==> config.mk <==
export PLATFORM = sky130hd
export DESIGN_NAME = id_scoreboard
export DESIGN_NICKNAME = d
export VERILOG_FILES = /design/src/rtl/id_scoreboard_pkg.sv /design/src/rtl/id_sb_entry.sv /design/src/rtl/id_scoreboard.sv
export SDC_FILE = /design/constraint.sdc
export NUM_CORES = 1
export LEC_CHECK = 0
export CORE_ASPECT_RATIO = 1.75
export CORE_MARGIN = 2
export CORE_UTILIZATION = 45
export CTS_CLUSTER_SIZE = 8
export DETAILED_ROUTE_END_ITERATION = 16
export GPL_TIMING_DRIVEN = 0
export PLACE_DENSITY = 0.75
export REMOVE_ABC_BUFFERS = 1
export SETUP_SLACK_MARGIN = 0.05
export SKIP_CTS_REPAIR_TIMING = 1
export SLEW_MARGIN = 20
export SYNTH_ARGS = -nofsm -noshare
export SYNTH_HDL_FRONTEND = slang
export SYNTH_SLANG_ARGS = --single-unit
==> constraint.sdc <==
create_clock -name clk -period 7.93 [get_ports clk]
set_clock_uncertainty 0.1 [all_clocks]
set_input_delay 1.1895 -clock clk [delete_from_list [all_inputs] [get_ports clk]]
set_output_delay 1.1895 -clock clk [all_outputs]
set_load 0.01 [all_outputs]
==> src/rtl/id_scoreboard_pkg.sv <==
// Shared constants for the ID-stage register scoreboard: forward-select
// encodings and default pipeline latencies.
package id_scoreboard_pkg;

   localparam int FWD_SEL_GPR   = 0;
   localparam int FWD_SEL_EX    = 1;
   localparam int FWD_SEL_MEM   = 2;

   localparam int DEF_FWD_DEPTH = 2;
   localparam int DEF_ALU_LAT   = 1;
   localparam int DEF_LD_LAT    = 2;
   localparam int DEF_FLUSH_AGE = 1;

endpackage

==> src/rtl/id_sb_entry.sv <==
// One GPR's in-flight write tracker: busy flag, age since issue and the age
// at which its result becomes forwardable.
module id_sb_entry
   import id_scoreboard_pkg::*;
#(
   parameter int CNT_W     = 2,
   parameter int FWD_DEPTH = DEF_FWD_DEPTH,
   parameter int FLUSH_AGE = DEF_FLUSH_AGE
) (
   input  logic             clk,
   input  logic             reset,
   input  logic             flush,
   input  logic             hold,
   input  logic             load_en,
   input  logic [CNT_W-1:0] load_lat,
   output logic             busy,
   output logic [CNT_W-1:0] age,
   output logic [CNT_W-1:0] lat
);

   localparam logic [CNT_W-1:0] DEPTH_C = CNT_W'(FWD_DEPTH);
   localparam logic [CNT_W-1:0] FLUSH_C = CNT_W'(FLUSH_AGE);

   logic             busy_reg, busy_next, aged_busy;
   logic [CNT_W-1:0] age_reg, age_next, aged_age;
   logic [CNT_W-1:0] lat_reg, lat_next;

   always_comb begin
      // Plain one-cycle advance; the oldest stage drops into the GPR file.
      aged_busy = busy_reg;
      aged_age  = age_reg;
      if (busy_reg) begin
         if (age_reg == DEPTH_C) begin
            aged_busy = 1'b0;
            aged_age  = '0;
         end else begin
            aged_age = age_reg + 1'b1;
         end
      end

      busy_next = busy_reg;
      age_next  = age_reg;
      lat_next  = lat_reg;
      if (flush) begin
         if (age_reg <= FLUSH_C) begin
            busy_next = 1'b0;
            age_next  = '0;
         end else begin
            busy_next = aged_busy;
            age_next  = aged_age;
         end
      end else if (!hold) begin
         busy_next = aged_busy;
         age_next  = aged_age;
         if (load_en) begin
            busy_next = 1'b1;
            age_next  = CNT_W'(1);
            lat_next  = load_lat;
         end
      end
   end

   always_ff @(posedge clk) begin
      if (reset) begin
         busy_reg <= 1'b0;
         age_reg  <= '0;
         lat_reg  <= '0;
      end else begin
         busy_reg <= busy_next;
         age_reg  <= age_next;
         lat_reg  <= lat_next;
      end
   end

   assign busy = busy_reg;
   assign age  = age_reg;
   assign lat  = lat_reg;

endmodule

==> src/rtl/id_scoreboard.sv <==
// ID-stage register scoreboard: per-source forward select and hazard stall
// derived from the age/latency of every in-flight GPR write.
module id_scoreboard
   import id_scoreboard_pkg::*;
#(
   parameter int REG_ADDR_W = 5,
   parameter int NUM_SRC    = 2,
   parameter int FWD_DEPTH  = DEF_FWD_DEPTH,
   parameter int ALU_LAT    = DEF_ALU_LAT,
   parameter int LD_LAT     = DEF_LD_LAT,
   parameter int FLUSH_AGE  = DEF_FLUSH_AGE,
   localparam int NUM_REGS  = 2**REG_ADDR_W,
   localparam int CNT_W     = $clog2(FWD_DEPTH+1)
) (
   input  logic                          clk,
   input  logic                          reset,
   input  logic                          IssueEn,
   input  logic                          IssueGPRWE_,
   input  logic [REG_ADDR_W-1:0]         IssueDstAddr,
   input  logic                          IssueIsLoad,
   input  logic [NUM_SRC*REG_ADDR_W-1:0] SrcAddr,
   input  logic [NUM_SRC-1:0]            SrcUsed,
   input  logic                          Hold,
   input  logic                          Flush,
   output logic                          Stall,
   output logic [NUM_SRC*CNT_W-1:0]      FwdSel,
   output logic                          IssueAck,
   output logic [NUM_REGS-1:0]           BusyVec
);

   if (!(ALU_LAT >= 1 && ALU_LAT <= LD_LAT && LD_LAT <= FWD_DEPTH && FLUSH_AGE < FWD_DEPTH)) begin : g_bad_params
      $error("id_scoreboard: illegal latency/depth parameter combination");
   end

   logic [CNT_W-1:0]   age_arr [NUM_REGS];
   logic [CNT_W-1:0]   lat_arr [NUM_REGS];
   logic [NUM_SRC-1:0] src_hazard;
   logic [CNT_W-1:0]   issue_lat;
   logic               issue_we;

   assign IssueAck  = IssueEn & ~Stall & ~Hold & ~Flush;
   assign issue_we  = IssueAck & ~IssueGPRWE_;
   assign issue_lat = IssueIsLoad ? CNT_W'(LD_LAT) : CNT_W'(ALU_LAT);

   for (genvar gi = 0; gi < NUM_REGS; gi++) begin : g_entry
      id_sb_entry #(
         .CNT_W     (CNT_W),
         .FWD_DEPTH (FWD_DEPTH),
         .FLUSH_AGE (FLUSH_AGE)
      ) u_entry (
         .clk      (clk),
         .reset    (reset),
         .flush    (Flush),
         .hold     (Hold),
         .load_en  (issue_we && (IssueDstAddr == REG_ADDR_W'(gi))),
         .load_lat (issue_lat),
         .busy     (BusyVec[gi]),
         .age      (age_arr[gi]),
         .lat      (lat_arr[gi])
      );
   end

   // A source hazards only while its producer has not yet reached its latency.
   for (genvar gi = 0; gi < NUM_SRC; gi++) begin : g_src
      logic [REG_ADDR_W-1:0] src_addr;
      logic                  src_busy;
      assign src_addr       = SrcAddr[gi*REG_ADDR_W +: REG_ADDR_W];
      assign src_busy       = BusyVec[src_addr];
      assign src_hazard[gi] = SrcUsed[gi] & src_busy & (age_arr[src_addr] < lat_arr[src_addr]);
      assign FwdSel[gi*CNT_W +: CNT_W] = src_busy ? age_arr[src_addr] : CNT_W'(FWD_SEL_GPR);
   end

   assign Stall = |src_hazard;

endmodule
==> flow_results.org, run 1 <==
** Pwr
- Fraction of power consumed by combinational cells :: 10.8%
- Max VDD drop :: 0.1625 mV
- Summed over all cells, the static leakage comes to 4.207 nW.
- In this run switching power makes up a little over a quarter of total power.
- Summing internal, switching and leakage power gives between 1.5 and 2 mW.
- Part of the power in registers :: 42.0%
- In this run the power density over the cells is 163.9 nW/um^2.
- Cell internal power was estimated by the tool at 1.452 mW.
- Switching power summed over all nets :: 516.3 uW
- Fraction of power consumed by the clock network :: 47.2%

** Critical path
- The worst register-to-register path begins at g_entry[15].u_entry.age[1]$_SDFFE_PP0P_.
- Worst stage delay on the critical path :: roughly 0.60 ns
- Arrival time of the worst setup path :: approximately 5.7 ns
- Startpoint types :: input pin
- The number of cells on the worst reg-to-reg path is 12.
- In this run the worst path has a maximum fanout of 25.
- Startpoint of the most critical setup path :: SrcAddr[1]
- The worst register-to-register path ends at g_entry[14].u_entry.lat[1]$_SDFFE_PP0P_.
- Kind of capture point of the worst setup path :: output pin
- Critical path endpoint :: Stall
- Crit-path slowest cell :: sky130_fd_sc_hd__mux4_2
- The critical path goes through buf_2 -> buf_16 -> mux4_2 -> mux4_2 -> mux2_2 -> ha_1 -> nor2b_1 -> nand2_1 -> o21ai_0 -> o2111ai_4 -> o21ai_4 -> buf_16 -> clkdlybuf4s50_1.
- Setup slack of the worst register-to-register path :: 3.44 ns
- Kind of critical path :: input pin to output pin
- At the worst endpoint, the required time is roughly 6.6 ns.

** Clock network
- Clock-pin slew was measured on the worst setup and hold paths at 0.06 ns.
- In this run the number of H-tree levels came out at 4.
- At the later pin of the worst-skew pair, clock insertion delay measures around 0.46 ns.
- In this run the deepest clock path goes through 2 buffers.
- The tree is rooted in a sky130_fd_sc_hd__clkbuf_16.
- TritonCTS built the clock tree.
- The clock net in this run drives a total of 160 sinks.
- Clock tree synthesis inserted a total of 17 buffers.

** Hold path
- Path type of the worst min-delay path :: flop to flop
- The worst hold path begins at g_entry[18].u_entry.lat[0]$_SDFFE_PP0P_.

** Finish
- Fraction of layout cells with a size suffix above 1 :: between 10 and 15%
- The multi-input combinational cells in the finished layout cover a total of 6764 sq um.
- Final-stage net count :: 1,169
- After routing the design area is 12,010 sq um.
- Register area :: 3203 sq um
- 0 antenna diodes ended up in the layout.
- After filler insertion, the fill cell instance count of the layout stands at 2,188.
- Relative area change from synthesis to final layout :: 10.46%
- Layout Cells excl Fill :: 1,464

** Routing
- In this run, the number of DRC markers left after iteration 0 of detailed routing was 1,112.
- Overall routed net length :: 34.69 mm
- Number of search-and-repair iterations in the first detailed-routing pass :: 5
- Using the TritonRoute via totals, the vias-per-cell ratio works out to ~6.7.
- For this run, design rule violations remaining after detail routing come to 0.
- Dividing the detail-routed wire length by the instance count gives 23.69 um.
- Across all layers, the routed design uses 9,862 vias.
- In this run the remaining antenna-violating nets after routing total 0.

** Logic synthesis
- After technology mapping, the gate count stands at around 1,200.
- Mapped Area :: 10,880 sq um
- In the synthesized netlist the async set-or-reset flop fraction comes to 0%.
- Synth area leaders :: sky130_fd_sc_hd__dfxtp_1 29%, sky130_fd_sc_hd__mux4_2 16%, sky130_fd_sc_hd__mux2i_1 8.6%
- Post-synthesis register bit count :: 160
- In the synthesized netlist the dominant register cell turns out to be sky130_fd_sc_hd__dfxtp_1.
- After synthesis, the most frequently instantiated cells are 160 x sky130_fd_sc_hd__dfxtp_1, 109 x sky130_fd_sc_hd__nand2_1, 96 x sky130_fd_sc_hd__a21oi_1.
- Average footprint of a synthesized cell :: between 9 and 10 sq um
- Number of unique standard cell types used by synthesis :: 63
- For this run, the number of Yosys warnings is 0.
- By instance count, the leading cell after synthesis is sky130_fd_sc_hd__dfxtp_1.
- Summing the sequential cell areas from Yosys gives 29.45% of the chip area.
- Share of the synthesized area in the top cell type :: 29.45%
- Post-synthesis cell type with the largest combined area :: sky130_fd_sc_hd__dfxtp_1
- In this run, synthesis inferred 0 flip-flops with an integrated enable.

** STA
- Post-route clock period utilization :: 87.72%
- Worst rel slew slack :: 28.17%
- Count of final hold-check violations :: 0
- The clock period could shrink to 6.956 ns.
- Aggregate negative setup slack :: 0 ns
- For this run, the top clock speed supported by timing is 143.8 MHz.
- Max-slew violations :: 0
- Transition at the pin with the smallest max-transition slack :: about 1.1 ns
- Setup violations remaining at the end of the flow were counted as 0.
- Setup repair after global routing left no endpoint under its margin.

** Die
- The die is approximately 210 um tall.
- Die area :: 25,480 sq um
- # IOs :: 62
- Count of standard-cell rows :: 75
- The region available for standard cell placement spans 23,840 sq um.
- The initial utilization of the core area, before any placement, comes to 45.63%.
- The die is 121.5 um wide.

** Placed design
- Dpl cells :: roughly 1,400
- Half-perimeter wire length after placement :: between 20 and 25 mm
- IO buf count :: 61
- Area after DPL :: 11,360 sq um
- Final weighted congestion in routability-driven placement :: 0.9508

** Global routing
- Maximum number of pins on one net before global-route repair :: 71
- Vias in the first global route :: approximately 9,300
- In the global route stage, overall resource usage came out at 27.45%.
- The initial antenna violation count came to 0.
- Overflow left after global routing :: 0
- The first global-routing pass estimated 53.36 mm of wire.

** Run
- Count of maximum capacitance violations :: 0

** Status
- Run status :: finished clean
layout make-up:
type | count | area share (%)
Multi-Input combinational cell | 849 | 56.30
Tap cell | 308 | 3.208
Timing Repair Buffer | 73 | 7.061
Inverter | 42 | 1.343
Clock inverter | 14 | 1.770
Sequential cell | 160 | 26.66
Clock buffer | 18 | 3.655
how the worst min path moves through the flow:
stage                                               to  slack, ns  cells past startpoint
6_report       g_entry[18].u_entry.lat[0]$_SDFFE_PP0P_       0.38                      2
3_3_place_gp    g_entry[2].u_entry.lat[1]$_SDFFE_PP0P_       0.35                      2
5_1_grt        g_entry[15].u_entry.lat[0]$_SDFFE_PP0P_       0.39                      2
3_5_place_dp   g_entry[14].u_entry.lat[1]$_SDFFE_PP0P_       0.36                      2
2_1_floorplan  g_entry[10].u_entry.lat[1]$_SDFFE_PP0P_       0.34                      2
4_1_cts         g_entry[2].u_entry.lat[1]$_SDFFE_PP0P_       0.37                      2
layout by cell type (no fill, tap or decap), types with 11 or more instances in the layout:
cell	Yosys	layout
sky130_fd_sc_hd__o21ai_0	91	91
sky130_fd_sc_hd__a21oi_1	96	96
sky130_fd_sc_hd__nor2_1	71	71
sky130_fd_sc_hd__inv_1	39	37
sky130_fd_sc_hd__mux4_2	75	75
sky130_fd_sc_hd__dfxtp_1	160	160
sky130_fd_sc_hd__mux2i_1	93	93
sky130_fd_sc_hd__and2_1	29	29
sky130_fd_sc_hd__nor2b_1	11	11
sky130_fd_sc_hd__nand2_1	109	108
sky130_fd_sc_hd__clkbuf_16	0	17
sky130_fd_sc_hd__o221a_2	12	12
sky130_fd_sc_hd__nor4b_1	11	11
sky130_fd_sc_hd__o211ai_1	31	31
sky130_fd_sc_hd__nand3_1	21	21
sky130_fd_sc_hd__clkdlybuf4s50_1	0	52
sky130_fd_sc_hd__a311oi_1	20	20
sky130_fd_sc_hd__nor3_1	28	27
sky130_fd_sc_hd__o32ai_1	12	12
stage by stage:
| stage | hold slack, ns | util (%) | setup slack [ns] |
|---|---|---|---|
| floorplan | 0.3413 | - | 2.442 |
| global placement | 0.3497 | 46.60 | -2.315 |
| detailed placement | 0.3638 | 47.67 | 1.087 |
| CTS | 0.3734 | 50.40 | 1.079 |
| global route | 0.3944 | 50.40 | 0.8621 |
| finish | 0.3762 | 50.40 | 0.9735 |
power groups by stage:
stage               clock [mW]  sequential [mW]  combinational (mW)
floorplan                    0            0.840              0.0958
global placement             0            0.844               0.196
CTS                      0.929            0.827               0.207
finish                   0.929            0.827               0.212
detailed placement           0            0.845               0.207
global route             0.962            0.829               0.223
kinds of logic after synthesis:
kind of cell    after synthesis  share of synthesized area [%]
mux                         175                          24.85
buf+inv                     193                          8.478
flops                       160                          29.45
fa+ha+maj                     2                         0.2300
simple gates                356                          18.11
compound gates              316                          18.89
critical path, delay by kind of cell:
family          cells  cell delay, ns
compound gates      3            1.01
fa+ha+maj           1            0.19
buf+inv             4            1.61
simple gates        2            0.24
mux                 3            1.37
routing by layer:
metal | vias to the layer above | global-route usage, % | share of wire [%]
met4 | 0 | 20.02 | 8.0
met3 | 147 | 5.679 | 7.1
li1 | 4359 | - | -
met1 | 4859 | 30.25 | 35
met2 | 497 | 46.13 | 50
met5 | - | 0 | 0
(Power assumes the default switching activity.)
==> run 2, diff against run 1 <==
--- a/config.mk
+++ b/config.mk
@@ -19,3 +19,4 @@
 export SYNTH_ARGS = -nofsm -noshare
 export SYNTH_HDL_FRONTEND = slang
 export SYNTH_SLANG_ARGS = --single-unit
+export TNS_END_PERCENT = 30
==> results of run 2 <==
Final layout, timing and power as in run 1 (identical DEF).
